## src/rtl/class_select_if.sv

```systemverilog
`default_nettype none
// ============================================================================
// Module   : class_select_if
// Brief    : Score-stream input and classification-result handshake bundle
//            for class_select. The slave modport is the classifier's view;
//            the master modport is the producer/host view.
// Revision : 1.0 - initial release
// ============================================================================
interface class_select_if #(
    parameter int DATA_WIDTH_OUT = 32,
    parameter int IDX_WIDTH      = 6,
    parameter int CNT_WIDTH      = 16
);
    // score stream from the network top
    logic                      in_valid;
    logic [DATA_WIDTH_OUT-1:0] in_data;
    logic                      in_end;
    // result handshake towards the host
    logic                      res_ready;
    logic                      res_valid;
    logic [IDX_WIDTH-1:0]      res_class;
    logic [DATA_WIDTH_OUT-1:0] res_score;
    logic [IDX_WIDTH-1:0]      res_second;
    logic [DATA_WIDTH_OUT-1:0] res_margin;
    logic                      res_short;
    logic                      res_overrun;
    logic [CNT_WIDTH-1:0]      frame_cnt;

    modport master (
        output in_valid, in_data, in_end, res_ready,
        input  res_valid, res_class, res_score, res_second,
               res_margin, res_short, res_overrun, frame_cnt
    );

    modport slave (
        input  in_valid, in_data, in_end, res_ready,
        output res_valid, res_class, res_score, res_second,
               res_margin, res_short, res_overrun, frame_cnt
    );
endinterface
`default_nettype wire

```

## src/rtl/class_select.sv

```systemverilog
`default_nettype none
// ============================================================================
// Module   : class_select
// Brief    : Top-1 / top-2 tracker over a per-frame softmax score stream.
//            Accumulators and result registers are separate, so the next
//            frame streams in while the last result awaits acknowledgement.
// Revision : 1.0 - initial release
// ============================================================================
module class_select #(
    parameter int DATA_WIDTH_OUT = 32,
    parameter int NUM_CLASS      = 40,
    parameter int IDX_WIDTH      = 6,
    parameter int CNT_WIDTH      = 16
) (
    input  logic          clk1,
    input  logic          rst_n,
    class_select_if.slave bus
);

    typedef enum logic [0:0] {
        EMPTY = 1'b0,
        FULL  = 1'b1
    } state_t;

    localparam logic [IDX_WIDTH-1:0] LAST_IDX = IDX_WIDTH'(NUM_CLASS - 1);

    // frame accumulators
    logic [IDX_WIDTH-1:0]      idx_q,        idx_d;
    logic [IDX_WIDTH-1:0]      best_idx_q,   best_idx_d;
    logic [DATA_WIDTH_OUT-1:0] best_score_q, best_score_d;
    logic [IDX_WIDTH-1:0]      sec_idx_q,    sec_idx_d;
    logic [DATA_WIDTH_OUT-1:0] sec_score_q,  sec_score_d;

    // published result
    state_t                    state_q;
    logic [IDX_WIDTH-1:0]      res_class_q;
    logic [DATA_WIDTH_OUT-1:0] res_score_q;
    logic [IDX_WIDTH-1:0]      res_second_q;
    logic [DATA_WIDTH_OUT-1:0] res_margin_q;
    logic                      res_short_q;
    logic                      res_overrun_q;
    logic [CNT_WIDTH-1:0]      frame_cnt_q;

    logic is_last;
    logic short_close;
    logic frame_close;

    // A sample riding with in_end counts, so even idx==0 plus in_valid closes
    // a one-sample short frame; a bare in_end at idx==0 has nothing to close.
    assign is_last     = bus.in_valid && (idx_q == LAST_IDX);
    assign short_close = bus.in_end && !is_last && (bus.in_valid || (idx_q != '0));
    assign frame_close = is_last || short_close;

    // Fold the current sample into the running top-2 (strict compare: ties keep lower index)
    always_comb begin
        idx_d        = idx_q;
        best_idx_d   = best_idx_q;
        best_score_d = best_score_q;
        sec_idx_d    = sec_idx_q;
        sec_score_d  = sec_score_q;
        if (bus.in_valid) begin
            if (idx_q == '0) begin
                best_idx_d   = '0;
                best_score_d = bus.in_data;
                sec_idx_d    = '0;
                sec_score_d  = '0;
            end else if (bus.in_data > best_score_q) begin
                sec_idx_d    = best_idx_q;
                sec_score_d  = best_score_q;
                best_idx_d   = idx_q;
                best_score_d = bus.in_data;
            end else if (bus.in_data > sec_score_q) begin
                sec_idx_d    = idx_q;
                sec_score_d  = bus.in_data;
            end
            idx_d = idx_q + IDX_WIDTH'(1);
        end
        if (frame_close) begin
            idx_d = '0;
        end
    end

    // Accumulator registers; reset discards any partial frame
    always_ff @(posedge clk1) begin
        if (!rst_n) begin
            idx_q        <= '0;
            best_idx_q   <= '0;
            best_score_q <= '0;
            sec_idx_q    <= '0;
            sec_score_q  <= '0;
        end else begin
            idx_q        <= idx_d;
            best_idx_q   <= best_idx_d;
            best_score_q <= best_score_d;
            sec_idx_q    <= sec_idx_d;
            sec_score_q  <= sec_score_d;
        end
    end

    // Result handshake FSM: a close always publishes; an unacknowledged overwrite is sticky
    always_ff @(posedge clk1) begin
        if (!rst_n) begin
            state_q       <= EMPTY;
            res_class_q   <= '0;
            res_score_q   <= '0;
            res_second_q  <= '0;
            res_margin_q  <= '0;
            res_short_q   <= 1'b0;
            res_overrun_q <= 1'b0;
            frame_cnt_q   <= '0;
        end else if (frame_close) begin
            state_q      <= FULL;
            res_class_q  <= best_idx_d;
            res_score_q  <= best_score_d;
            res_second_q <= sec_idx_d;
            res_margin_q <= best_score_d - sec_score_d;
            res_short_q  <= short_close;
            frame_cnt_q  <= frame_cnt_q + CNT_WIDTH'(1);
            if ((state_q == FULL) && !bus.res_ready) begin
                res_overrun_q <= 1'b1;
            end
        end else if ((state_q == FULL) && bus.res_ready) begin
            state_q <= EMPTY;
        end
    end

    assign bus.res_valid   = (state_q == FULL);
    assign bus.res_class   = res_class_q;
    assign bus.res_score   = res_score_q;
    assign bus.res_second  = res_second_q;
    assign bus.res_margin  = res_margin_q;
    assign bus.res_short   = res_short_q;
    assign bus.res_overrun = res_overrun_q;
    assign bus.frame_cnt   = frame_cnt_q;

endmodule
`default_nettype wire

```

## src/flat_wrapper.sv

```systemverilog
// flat-port wrapper written by rule: the top's interface ports become plain ports
module class_select_flat 
#(
    parameter int DATA_WIDTH_OUT = 32,
    parameter int NUM_CLASS      = 40,
    parameter int IDX_WIDTH      = 6,
    parameter int CNT_WIDTH      = 16
)
  (clk1, rst_n, bus_in_valid, bus_in_data, bus_in_end, bus_res_ready, bus_res_valid, bus_res_class, bus_res_score, bus_res_second, bus_res_margin, bus_res_short, bus_res_overrun, bus_frame_cnt);
  class_select_if #(.DATA_WIDTH_OUT(DATA_WIDTH_OUT), .IDX_WIDTH(IDX_WIDTH), .CNT_WIDTH(CNT_WIDTH)) bus_i ();
  input  logic clk1;
  input  logic rst_n;
  input wire logic [$bits(bus_i.in_valid)-1:0] bus_in_valid;
  input wire logic [$bits(bus_i.in_data)-1:0] bus_in_data;
  input wire logic [$bits(bus_i.in_end)-1:0] bus_in_end;
  input wire logic [$bits(bus_i.res_ready)-1:0] bus_res_ready;
  output wire logic [$bits(bus_i.res_valid)-1:0] bus_res_valid;
  output wire logic [$bits(bus_i.res_class)-1:0] bus_res_class;
  output wire logic [$bits(bus_i.res_score)-1:0] bus_res_score;
  output wire logic [$bits(bus_i.res_second)-1:0] bus_res_second;
  output wire logic [$bits(bus_i.res_margin)-1:0] bus_res_margin;
  output wire logic [$bits(bus_i.res_short)-1:0] bus_res_short;
  output wire logic [$bits(bus_i.res_overrun)-1:0] bus_res_overrun;
  output wire logic [$bits(bus_i.frame_cnt)-1:0] bus_frame_cnt;
  assign bus_i.in_valid = bus_in_valid;
  assign bus_i.in_data = bus_in_data;
  assign bus_i.in_end = bus_in_end;
  assign bus_i.res_ready = bus_res_ready;
  assign bus_res_valid = bus_i.res_valid;
  assign bus_res_class = bus_i.res_class;
  assign bus_res_score = bus_i.res_score;
  assign bus_res_second = bus_i.res_second;
  assign bus_res_margin = bus_i.res_margin;
  assign bus_res_short = bus_i.res_short;
  assign bus_res_overrun = bus_i.res_overrun;
  assign bus_frame_cnt = bus_i.frame_cnt;
  class_select #(.DATA_WIDTH_OUT(DATA_WIDTH_OUT), .NUM_CLASS(NUM_CLASS), .IDX_WIDTH(IDX_WIDTH), .CNT_WIDTH(CNT_WIDTH)) u_core (.clk1(clk1), .rst_n(rst_n), .bus(bus_i));
endmodule
```

## config.mk

```make
export PLATFORM = sky130hd
export DESIGN_NAME = class_select_flat
export DESIGN_NICKNAME = d
export VERILOG_FILES = /design/src/rtl/class_select_if.sv /design/src/rtl/class_select.sv /design/src/flat_wrapper.sv
export SDC_FILE = /design/constraint.sdc
export NUM_CORES = 1
export LEC_CHECK = 0
export CORE_AREA = 2 2 140 142
export CTS_CLUSTER_DIAMETER = 150
export DETAILED_ROUTE_END_ITERATION = 10
export DIE_AREA = 0 0 142 144
export PLACE_DENSITY = 0.81
export SETUP_SLACK_MARGIN = 0.1
export SLEW_MARGIN = 15
export SYNTH_ARGS = -nofsm -noshare
export SYNTH_HDL_FRONTEND = slang
export SYNTH_SLANG_ARGS = --single-unit
```

## constraint.sdc

```tcl
create_clock -name clk1 -period 7.2 [get_ports clk1]
set_clock_uncertainty 0.2 [all_clocks]
set_input_delay 0.72 -clock clk1 [delete_from_list [all_inputs] [get_ports clk1]]
set_output_delay 0.72 -clock clk1 [all_outputs]
set_load 0.05 [all_outputs]
```

==> results of run 1 <==
-- cell usage after synthesis (7+ instances only) --
| master | count | area (sq um) |
|---|---|---|
| nand4_1 | 17 | 106 |
| ha_1 | 97 | 1210 |
| mux2i_1 | 67 | 671 |
| nand2_1 | 131 | 492 |
| a21o_1 | 13 | 97.6 |
| a21oi_1 | 56 | 280 |
| clkbuf_1 | 51 | 191 |
| and3_1 | 7 | 43.8 |
| a2bb2oi_1 | 29 | 254 |
| o211a_1 | 42 | 420 |
| and2_1 | 44 | 275 |
| nor2_1 | 49 | 184 |
| xor2_1 | 14 | 123 |
| nand2b_1 | 9 | 56.3 |
| inv_1 | 110 | 413 |
| nand3_1 | 27 | 135 |
| buf_1 | 9 | 33.8 |
| nor3_1 | 9 | 45.0 |
| a21boi_0 | 7 | 52.6 |
| o21ai_0 | 66 | 330 |
| nor2b_1 | 77 | 482 |
| dfxtp_1 | 177 | 3540 |
| xnor2_1 | 27 | 236 |
-- cell type report --
| cell class | count | area (sq um) |
|---|---|---|
| clock buffer | 17 | 425 |
| timing repair buffer | 161 | 1530 |
| clock inverter | 15 | 143 |
| multi-input combinational | 894 | 6430 |
| fill | 1559 | 6300 |
| tap | 238 | 298 |
| inverter | 110 | 413 |
| sequential | 177 | 3540 |
-- registers in the layout (all words and copies together) (netlist names) --
name / count
u_core.bus.frame_cnt: 16
u_core.bus.res_second: 6
u_core.best_score_q: 32
u_core.sec_score_q: 32
u_core.bus.res_valid: 1
u_core.sec_idx_q: 6
u_core.bus.res_class: 6
u_core.bus.res_score: 32
u_core.bus.res_short: 1
u_core.bus.res_margin: 32
u_core.idx_q: 6
u_core.best_idx_q: 6
u_core.bus.res_overrun: 1
-- critical path, cell delays in order --
cell	delay [ns]
clkdlybuf4s50_1	0.50
ha_1	0.37
nand4_2	0.15
nor4_2	0.40
nand3_1	0.17
and2_1	0.20
a22o_2	0.26
o21ai_4	0.29
buf_4	0.30
mux2i_1	0.29
inv_1	0.08
ha_1	0.34
o21a_1	0.19
o21a_1	0.18
o21ai_1	0.17
a31oi_1	0.11
a221o_1	0.37
a311o_1	0.41
maj3_2	0.39
a31o_4	0.28
a2111oi_4	0.36
nor4_1	0.10
o31a_1	0.24
-- cell usage in the layout, fill, tap and decap left out, types with 7 or more instances in the layout --
master / instances
nor2b_1: 77
mux2i_1: 67
a21oi_1: 56
inv_1: 110
nand3_1: 27
nor2_1: 49
a21o_1: 13
o21ai_0: 66
o211a_1: 42
clkdlybuf4s50_1: 129
and2_1: 43
nand4_1: 17
ha_1: 97
nand2_1: 130
clkbuf_16: 17
xor2_1: 14
and3_1: 7
nor3_1: 9
nand2b_1: 9
a2bb2oi_1: 29
a21boi_0: 7
xnor2_1: 27
dfxtp_1: 177
buf_4: 31
-- path summary, 6_finish.rpt --
kind	startpoint	depth (start not counted)	endpoint
worst max register to register	u_core.best_score_q[30]	23	u_core.bus.res_margin[31]
worst max-delay path	bus_in_data[27]	23	u_core.bus.res_margin[31]
worst min register to register	u_core.bus.res_short	2	u_core.bus.res_short
worst min-delay path	u_core.bus.res_short	2	u_core.bus.res_short
-- timing repair --
item,4_1_cts,5_1_grt
endpoints found under the setup margin,0,1
hold buffers,0,0
endpoints found under the hold margin,0,0
gates resized for setup,0,1
-- power by group through the flow --
| stage | Clock (uW) | Sequential, uW | Combinational (uW) |
|---|---|---|---|
| CTS | 914 | 1080 | 908 |
| finish | 906 | 1080 | 911 |
| global route | 953 | 1090 | 987 |
| floorplan | 0 | 1250 | 480 |
| detailed placement | 0 | 1100 | 900 |
| global placement | 0 | 1100 | 885 |
-- per-stage QoR --
step / utilization / total power (uW) / setup slack, ns
detailed placement: 0.640 / 2000 / 0.0876
CTS: 0.669 / 2900 / 0.522
global placement: 0.640 / 1990 / 0.276
finish: 0.670 / 2900 / 0.458
floorplan: - / 1730 / 0.660
global route: 0.670 / 3030 / 0.163
-- kinds of logic (layout without fill, tap and decap cells) --
family,after synthesis,count (layout),synth area share
compound gates,282,282,0.190
fa+ha+maj,99,99,0.117
buf+inv,176,303,0.0635
flops,177,177,0.334
mux,67,67,0.0631
simple gates,405,405,0.199
xor+xnor,41,41,0.0338
-- routing by layer --
metal	share of wire	global-route usage
met1	0.46	0.349
met2	0.46	0.430
met3	0.047	0.0424
met4	0.032	0.107
met5	0	0
==> results.sh, run 1 <==
export IMPL_die_x_microns=142
export IMPL_yosysWarnings=0
export IMPL_clk_pin_slew_worst_paths_ns=0.07
export IMPL_grt_pass1_vias=8757
export IMPL_ctsLongestPathBuffers=2
export IMPL_clock_latency_ns=0.44
export IMPL_final_layout_size_suffix_gt1_frac=0.0626
export IMPL_p_comb_frac=0.314
export IMPL_grt_pass1_wl_microns=43200
export IMPL_syn_area_sq_um=10600
export IMPL_synth_seq_cells=177
export IMPL_endpoint_kind="flop"
export IMPL_area_growth_pct=20.3
export IMPL_grt_overflow_total=0
export IMPL_dpl_cell_area_sq_um=12200
export IMPL_min_period_ns=6.74
export IMPL_fin_area_sq_um=12800
export IMPL_root_buffer="clkbuf_16"
export IMPL_ir_worst_vdd_mv=0.192
export IMPL_die_y_microns=144
export IMPL_clock_sinks=177
export IMPL_cts_tree="built"
export IMPL_grt_util_all_layers=0.263
export IMPL_final_cells=1612
export IMPL_grt_max_degree=118
export IMPL_final_hold_viol_count=0
export IMPL_p_sw_uw=1040
export IMPL_die_area_sq_um=20400
export IMPL_leakagePower_uw=0.00558
export IMPL_start_util=0.557
export IMPL_ys_types=70
export IMPL_rsz0062_at_grt="no"
export IMPL_drt_iter0_drc=506
export IMPL_status="finished clean"
export IMPL_hp_class="flop to flop"
export IMPL_startpoint_type="primary input"
export IMPL_seq_area_frac_synth=0.334
export IMPL_diodes=0
export IMPL_hold_ws_ns=0.248
export IMPL_gp_congestion=0.944
export IMPL_antenna_left=0
export IMPL_io_pins=132
export IMPL_period_share=0.936
export IMPL_cap_violations=0
export IMPL_wl_per_cell_microns=16.6
export IMPL_tightest_slew_ns=1.03
export IMPL_synth_nets=1382
export IMPL_drc=0
export IMPL_r2r_setup_slack_ns=0.86
export IMPL_fin_nets=1496
export IMPL_cp_arrival_ns=6.87
export IMPL_h_tree_depth=4
export IMPL_fmax_ghz=0.148
export IMPL_syn_inst=1247
export IMPL_vias=9223
export IMPL_p_seq_frac=0.373
export IMPL_dp_hpwl_microns=19200
export IMPL_maxSlewViolCount=0
export IMPL_synth_edff_count=0
export IMPL_core_sq_um=19100
export IMPL_drt_total_wl_microns=26800
export IMPL_antenna_found_initial=0
export IMPL_relSlewSlack=0.316
export IMPL_tns_ns=0
export IMPL_crit_required_ns=7.33
export IMPL_avgSynthCellArea_sq_um=8.52
export IMPL_dp_cells=1580
export IMPL_power_density_nw_per_um2=227
export IMPL_p_int_uw=1860
export IMPL_firstDrtPassIters=6
export IMPL_synth_ff_type="dfxtp_1"
export IMPL_clockPowerShare=0.313
export IMPL_io_buffers=131
export IMPL_cts_made_buffers=17
export IMPL_critPathKind="primary input to flop"
export IMPL_vias_per_cell=5.72
export IMPL_p_sw_frac=0.358
export IMPL_postCtsSetupBuffers=0
export IMPL_async_flop_share=0
export IMPL_setup_violations_final=0
export IMPL_fp_row_count=51
export IMPL_path_max_fanout=8
Note: power is estimated with default switching activity, not from simulation.
==> run 2: changes to the inputs <==
--- a/config.mk
+++ b/config.mk
@@ -5,11 +5,11 @@
 export SDC_FILE = /design/constraint.sdc
 export NUM_CORES = 1
 export LEC_CHECK = 0
-export CORE_AREA = 2 2 140 142
+export CORE_AREA = 2 2 115 173
 export CTS_CLUSTER_DIAMETER = 150
 export DETAILED_ROUTE_END_ITERATION = 10
-export DIE_AREA = 0 0 142 144
-export PLACE_DENSITY = 0.81
+export DIE_AREA = 0 0 117 175
+export PLACE_DENSITY = 0.8
 export SETUP_SLACK_MARGIN = 0.1
 export SLEW_MARGIN = 15
 export SYNTH_ARGS = -nofsm -noshare
==> results.sh, run 2 (synthesis gave the netlist of run 1 again) <==
export IMPL_endpoint_kind="flop"
export IMPL_cts_tree="built"
export IMPL_fp_row_count=62
export IMPL_tns_ns=0
export IMPL_critPathKind="primary input to flop"
export IMPL_layout_commonest_cell="dfxtp_1"
export IMPL_h_tree_depth=4
export IMPL_final_layout_size_suffix_gt1_frac=0.0550
export IMPL_met3_usage=0.0368
export IMPL_io_buffers=131
export IMPL_antenna_found_initial=0
export IMPL_p_comb_frac=0.309
export IMPL_setup_violations_final=0
export IMPL_cap_violations=0
export IMPL_dp_cells=1588
export IMPL_grt_max_degree=107
export IMPL_ir_worst_vdd_mv=0.136
export IMPL_leakagePower_uw=0.00556
export IMPL_relSlewSlack=0.363
export IMPL_diodes=0
export IMPL_startpoint_type="primary input"
export IMPL_final_hold_viol_count=0
export IMPL_root_buffer="clkbuf_16"
export IMPL_dp_hpwl_microns=19900
export IMPL_io_pins=132
export IMPL_grt_pass1_vias=9359
export IMPL_min_period_ns=6.68
export IMPL_wl_per_cell_microns=17.1
export IMPL_core_sq_um=19000
export IMPL_crit_required_ns=7.32
export IMPL_final_cells=1619
export IMPL_met1_usage=0.307
export IMPL_period_share=0.928
export IMPL_fmax_ghz=0.150
export IMPL_cts_made_buffers=17
export IMPL_drt_total_wl_microns=27700
export IMPL_clk_pin_slew_worst_paths_ns=0.07
export IMPL_drt_iter0_drc=530
export IMPL_clockPowerShare=0.328
export IMPL_gr_usage_met2=0.489
export IMPL_p_int_uw=1960
export IMPL_cts_resized=0
export IMPL_grt_busiest_layer="met2"
export IMPL_power_uw=2980
export IMPL_hp_class="flop to flop"
export IMPL_vias=9301
export IMPL_die_area_sq_um=20500
export IMPL_vias_per_cell=5.74
export IMPL_postCtsSetupBuffers=0
export IMPL_clock_latency_ns=0.43
export IMPL_ctsLongestPathBuffers=2
export IMPL_drc=0
export IMPL_clock_sinks=177
export IMPL_antenna_left=0
export IMPL_grt_overflow_total=0
export IMPL_path_max_fanout=22
export IMPL_tightest_slew_ns=0.956
export IMPL_hold_buffers=0
export IMPL_start_util=0.559
export IMPL_fin_nets=1486
export IMPL_final_cell_mix="dfxtp_1, nand2_1, clkdlybuf4s50_1"
export IMPL_grt_pass1_wl_microns=44700
export IMPL_p_seq_frac=0.363
export IMPL_firstDrtPassIters=5
export IMPL_p_sw_frac=0.343
export IMPL_gp_congestion=0.943
export IMPL_die_x_microns=117
export IMPL_p_sw_uw=1020
export IMPL_die_y_microns=175
export IMPL_status="finished clean"
export IMPL_grt_util_all_layers=0.274
export IMPL_rsz0062_at_grt="no"
export IMPL_area_growth_pct=20.4
export IMPL_power_density_nw_per_um2=233
export IMPL_cp_arrival_ns=6.80
export IMPL_maxSlewViolCount=0
-- run 2: cell count changes in the layout (fill, tap and decap cells not counted), moves of 2 or more --
cell       delta
buf_4        -11
bufinv_16     +3
inv_6         -3
inv_8         -2
-- run 2: worst max-delay path, cell delays in order --
cell and delay [ns]:
clkdlybuf4s50_1 0.53, ha_1 0.41, nand4_2 0.17, nor4_2 0.38
nand3_1 0.16, and2_1 0.20, a22o_2 0.27, o21ai_4 0.17
buf_12 0.23, mux2i_1 0.34, inv_1 0.09, ha_1 0.34
o21a_1 0.19, o21a_1 0.19, o21ai_1 0.17, a31oi_1 0.11
a221o_1 0.36, a311o_1 0.40, maj3_2 0.37, a31o_4 0.28
a2111oi_4 0.36, nor4_1 0.10, o31a_1 0.25
-- run 2: final timing paths --
path	start	end	slack, ns	depth (start not counted)
max	bus_in_data[31]	u_core.bus.res_margin[31]	0.52	23
min reg2reg	u_core.bus.res_short	u_core.bus.res_short	0.25	2
max reg2reg	u_core.best_score_q[14]	u_core.bus.res_margin[31]	1.01	23
min	u_core.bus.res_short	u_core.bus.res_short	0.25	2
-- run 2: cell type report --
| cell class | count | area [sq um] |
|---|---|---|
| multi-input combinational | 894 | 6430 |
| sequential | 177 | 3540 |
| clock inverter | 13 | 175 |
| tap | 256 | 320 |
| fill | 1530 | 6210 |
| clock buffer | 18 | 439 |
| inverter | 110 | 413 |
| timing repair buffer | 151 | 1470 |
-- run 2: metal layers --
| metal | share of wire | wire length, microns |
|---|---|---|
| met2 | 0.52 | 14300 |
| met5 | 0 | 0 |
| met1 | 0.40 | 11000 |
| met3 | 0.035 | 970 |
| met4 | 0.051 | 1410 |
-- run 2: power by group through the flow --
stage / registers, uW / clock network [uW] / logic [uW]
CTS: 1080 / 986 / 914
global route: 1090 / 1030 / 993
floorplan: 1250 / 0 / 480
global placement: 1100 / 0 / 894
finish: 1080 / 978 / 920
detailed placement: 1100 / 0 / 906
-- run 2: per-stage QoR --
stage	worst slack, ns	utilization	hold slack [ns]	cell area [sq um]
floorplan	0.660	-	0.294	10600
global placement	0.239	0.640	0.230	12200
detailed placement	0.170	0.640	0.241	12200
CTS	0.567	0.672	0.251	12800
global route	0.187	0.673	0.277	12800
finish	0.515	0.673	0.249	12800
==> variant 1 (flow settings as in run 1) <==
Make the reset (`rst_n`) asynchronous in 2 clocked blocks.
--- a/src/rtl/class_select.sv
+++ b/src/rtl/class_select.sv
@@ -83,3 +83,3 @@
     // Accumulator registers; reset discards any partial frame
-    always_ff @(posedge clk1) begin
+    always_ff @(posedge clk1 or negedge rst_n) begin
         if (!rst_n) begin
@@ -100,3 +100,3 @@
     // Result handshake FSM: a close always publishes; an unacknowledged overwrite is sticky
-    always_ff @(posedge clk1) begin
+    always_ff @(posedge clk1 or negedge rst_n) begin
         if (!rst_n) begin
Behaviour: differs if rst_n is asserted again (counterexample within 4 cycles, from zero or initial values and one cycle with rst_n low); with rst_n held inactive, the same outputs for 4 cycles.
==> variant 1 against run 1 <==
Synthesized area up 0.45%. Design area up 0.94%. Sequential cell count unchanged. Largest cell class unchanged. Setup slack better by 0.19 ns. Global-route usage up 0.40 points. Wire length down 0.97%. Via count down 2.0%. Synthesized cell count down 4.6%. Count of clock-buffer cells in the layout up 1.
Power is not compared: it rests on default switching activity, and its combinational part moved more than twofold at a synthesized area within 25%.
==> variant 1: results (changes against run 1) <==
- Sequential fraction of the synthesis area: 0.415 (+0.0815)
- Crit path to: u_core.bus.res_margin[28]$_DFFE_PN0N_
- Hold Path Class: in2async
- Layout cells sized above 1: 0.0796 (+0.0170)
- Routed met3 length: 1420 um (+13%)
- Dpl cell area: 12300 um^2 (+0.85%)
- Status: completed
- Met1 Use GR: 0.347 (-0.00160)
- Routed len/inst: 16.9 um (+1.7%)
- Synth Area in Compound Gates: 0.149 (-0.0408)
- Total CTS buffers: 17 (unchanged)
- DP HPWL: 19000 um (-1.0%)
- M3 GR Usage: 0.0493 (+0.00695)
- Worst Setup SP: bus_in_data[23]
- Max incr delay on CP: 0.92 ns (+0.42 ns)
- Routing usage on met2: 0.443 (+0.0137)
- Ys async rst share: 1.00 (+1.00)
- R2R Setup Slk: 1.03 ns (+0.17 ns)
- Drt initial violations: 585 (+16%)
- Most common cell in the netlist: nor2_1
- Total track usage: 0.267 (+0.00405)
- NumNets Final: 1453 (-2.9%)
- Slowest-stage cell, CP: o311ai_4
- DRT Pass-1 Iters: 5 (-1)
- Met2 wire len: 12700 um (+2.0%)
- Post-synth top cells: 199 x nor2_1, 177 x dfrtp_1, 118 x a21oi_1, 111 x inv_1, 97 x ha_1
- Reg-to-reg critical path startpoint: u_core.best_score_q[23]$_DFF_PN0_
- Worst flop-to-flop path endpoint: u_core.bus.res_margin[28]$_DFFE_PN0N_
- Largest net degree at the start of global routing: 106 (-10%)
- Post-Synth Adder-Cell Area: 0.118 (+0.000416)
- WL met1: 11700 um (-4.3%)
- Arr. time, crit path: 6.66 ns (-0.21 ns)
- Ys flop type: dfrtp_1
- DR vias/cell: 5.76 (+0.70%)
- First-pass GRT wire length: 43100 um (-0.11%)
- CP Max Fanout: 17 (+9)
- FF/Latch Area: 4430 um^2 (+25%)
- Post-synthesis mux area share: 0.0716 (+0.00851)
- Ranking of synthesized cells by area: dfrtp_1 42%, ha_1 11%, nor2_1 7.0%, a21oi_1 5.5%, inv_1 3.9%
- Synth Area in XOR/XNOR: 0.0337 (-0.000151)
- Fill cells: 1534 (-1.6%)
- Syn_nets: 1325 (-4.1%)
variant 1: layout make-up:
type,instances,area share
clock inverter,14,0.0113
timing repair buffer,151,0.113
clock buffer,18,0.0340
tap,238,0.0231
inverter,112,0.0326
multi-input combinational,859,0.442
sequential,177,0.343
variant 1: metrics by stage:
step | cells | worst slack, ns
after floorplan | 1190 | 1.25
after global placement | 1537 | 0.266
after detailed placement | 1537 | 0.156
after CTS | 1569 | 0.631
after global routing | 1569 | 0.230
final | 1569 | 0.643
variant 1: what timing repair did:
item                                    in CTS  in global routing
hold buffers                                 0                  0
gates resized for setup                      0                  1
endpoints found under the hold margin        0                  0
endpoints found under the setup margin       0                  3
setup buffers                                0                  0
variant 1: report_power, final:
group / internal (mW) / switching (mW)
Sequential: 1.40 / 0.283
Clock: 0.472 / 0.447
Combinational: 1.71 / 2.79
variant 1: critical path, delay by kind of cell:
family	cells	cell delay [ns]
xor+xnor	1	0.17
fa+ha+maj	3	0.85
simple gates	3	0.38
buf+inv	2	0.63
compound gates	14	3.90
==> variant 2 (config.mk and constraints of run 1) <==
Without the edit above. `NUM_CLASS` is set to 40 in 2 places; all go to 20.
--- a/src/rtl/class_select.sv
+++ b/src/rtl/class_select.sv
@@ -10,3 +10,3 @@
     parameter int DATA_WIDTH_OUT = 32,
-    parameter int NUM_CLASS      = 40,
+    parameter int NUM_CLASS      = 20,
     parameter int IDX_WIDTH      = 6,
--- a/src/flat_wrapper.sv
+++ b/src/flat_wrapper.sv
@@ -4,3 +4,3 @@
     parameter int DATA_WIDTH_OUT = 32,
-    parameter int NUM_CLASS      = 40,
+    parameter int NUM_CLASS      = 20,
     parameter int IDX_WIDTH      = 6,
Function: no difference found for any inputs over 4 cycles, from zero or initial values and one cycle with rst_n low; that may be too few to reach the edited logic, so the function may still have changed.
==> variant 2 against run 1 <==
Global-route usage is 2.0 points higher. First-iteration DRC count increased by 33%. Sequential cell count unchanged. Wire length up 6.5%. Power up 6.6%. Synthesized area decreased by 1.9%. Setup slack better by 0.079 ns. Design area shrank 1.4%. Die area is the same. Non-clock buffer count decreased by 8. Critical endpoint is now u_core.bus.res_margin[28]$_SDFFE_PN0P_. Largest power group unchanged.
==> variant 2: results (changes against run 1) <==
- Post-synth top cells: 215 x nor2_1, 177 x dfxtp_1, 127 x a21oi_1, 97 x inv_1, 90 x ha_1
- NumNets Final: 1524 (+1.9%)
- Logic inverters: 99 (-10%)
- M3 GR Usage: 0.0589 (+0.0166)
- Layout cells sized above 1: 0.0703 (+0.00767)
- Antenna violations before repair: 1 (+1)
- Worst-margin pin slew: 0.814 ns (-0.213 ns)
- Routing usage on met2: 0.482 (+0.0526)
- First-pass GRT wire length: 46500 um (+7.7%)
- Clock-cell share: 0.0499 (+0.00547)
- Non-clock buffer count: 153 (-5.0%)
- Sequential fraction of the synthesis area: 0.340 (+0.00637)
- Met1 Use GR: 0.349 (+0.000404)
- Row cnt: 51 (unchanged)
- Routed met3 length: 1840 um (+46%)
- Non-Filler Instances: 1648 (+2.2%)
- Clock Path Buffers: 2 (unchanged)
- Vias in the first global route: 9364 (+6.9%)
- Routed len/inst: 17.3 um (+4.2%)
- Synth unique cells: 84 (+20%)
- Met2 wire len: 13700 um (+10%)
- CLK BUF: 17 (unchanged)
- Seq area share: 0.281 (+0.00380)
- Fraction of area in non-clock buffers: 0.117 (-0.00253)
- DP HPWL: 20500 um (+6.5%)
- Fill cells: 1583 (+1.5%)
- Largest net degree at the start of global routing: 78 (-34%)
- Worst Setup Slack post-DPL: 0.224 ns (+0.137 ns)
- #MultiIn Comb: 948 (+6.0%)
- Area of the multi-input gates: 6280 um^2 (-2.3%)
- WL met1: 12100 um (-1.4%)
- Cells after Synth: 1286 (+3.1%)
- Leak Pwr: 4.91 nW (-12%)
- Via Count: 9776 (+6.0%)
- Total track usage: 0.283 (+0.0195)
- Dpl cell area: 12000 um^2 (-1.9%)
- CP Max Fanout: 9 (+1)
- Placer Congestion: 0.908 (-3.9%)
- Syn_nets: 1414 (+2.3%)
- Area grow syn2layout: 20.9%
- Drt initial violations: 671 (+33%)
- DRT Pass-1 Iters: 5 (-1)
- # diodes: 1 (+1)
- Ranking of synthesized cells by area: dfxtp_1 34%, ha_1 11%, nor2_1 7.7%, a21oi_1 6.1%, a211oi_1 4.8%
- Max VDD drop: 0.000167 V (-13%)
- Status: completed
==> variant 2: changes by cell type after synthesis, sizes merged, moves of 28 or more <==
| cell | run 1 | this run |
|---|---|---|
| a2bb2oi | 29 | 1 |
| a211oi | 7 | 69 |
| o211a | 42 | 1 |
| nor2 | 49 | 216 |
| nor2b | 77 | 10 |
| a21oi | 57 | 130 |
| o21ai | 72 | 32 |
| mux2i | 67 | 35 |
| nand2 | 131 | 88 |
==> variant 2: logic make-up (layout without fill, tap and decap cells) <==
family                     count (synthesis)  count (layout)  share of synthesized area
DFF                                      177             177                      0.340
xor gates and xnor gates                  45              45                     0.0378
muxes                                     36              36                     0.0365
AOI/OAI and AO/OA                        330             330                      0.220
and+or+nand+nor                          444             444                      0.195
buffers and inverters                    161             284                     0.0587
other                                      0               1                          0
adders and majority gates                 93              93                      0.112
==> variant 2: path summary, 6_finish.rpt <==
kind,start,end,slack [ns],depth (start not counted)
max,bus_in_data[11],u_core.bus.res_margin[28]$_SDFFE_PN0P_,0.54,27
min,u_core.bus.res_margin[23]$_SDFFE_PN0P_,u_core.bus.res_margin[23]$_SDFFE_PN0P_,0.25,2
max reg2reg,u_core.sec_score_q[10]$_SDFF_PN0_,u_core.bus.res_margin[28]$_SDFFE_PN0P_,0.96,27
min reg2reg,u_core.bus.res_margin[23]$_SDFFE_PN0P_,u_core.bus.res_margin[23]$_SDFFE_PN0P_,0.25,2
==> variant 2: report_power, final <==
part / switching, mW / internal, mW
registers: 0.0430 / 1.05
logic: 0.654 / 0.380
clock network: 0.484 / 0.480
==> variant 2: worst min-delay path, delay by kind of cell (launching register included) <==
kind | cells | cell delay (ns)
simple gates | 1 | 0.05
compound gates | 1 | 0.05
flops | 1 | 0.31
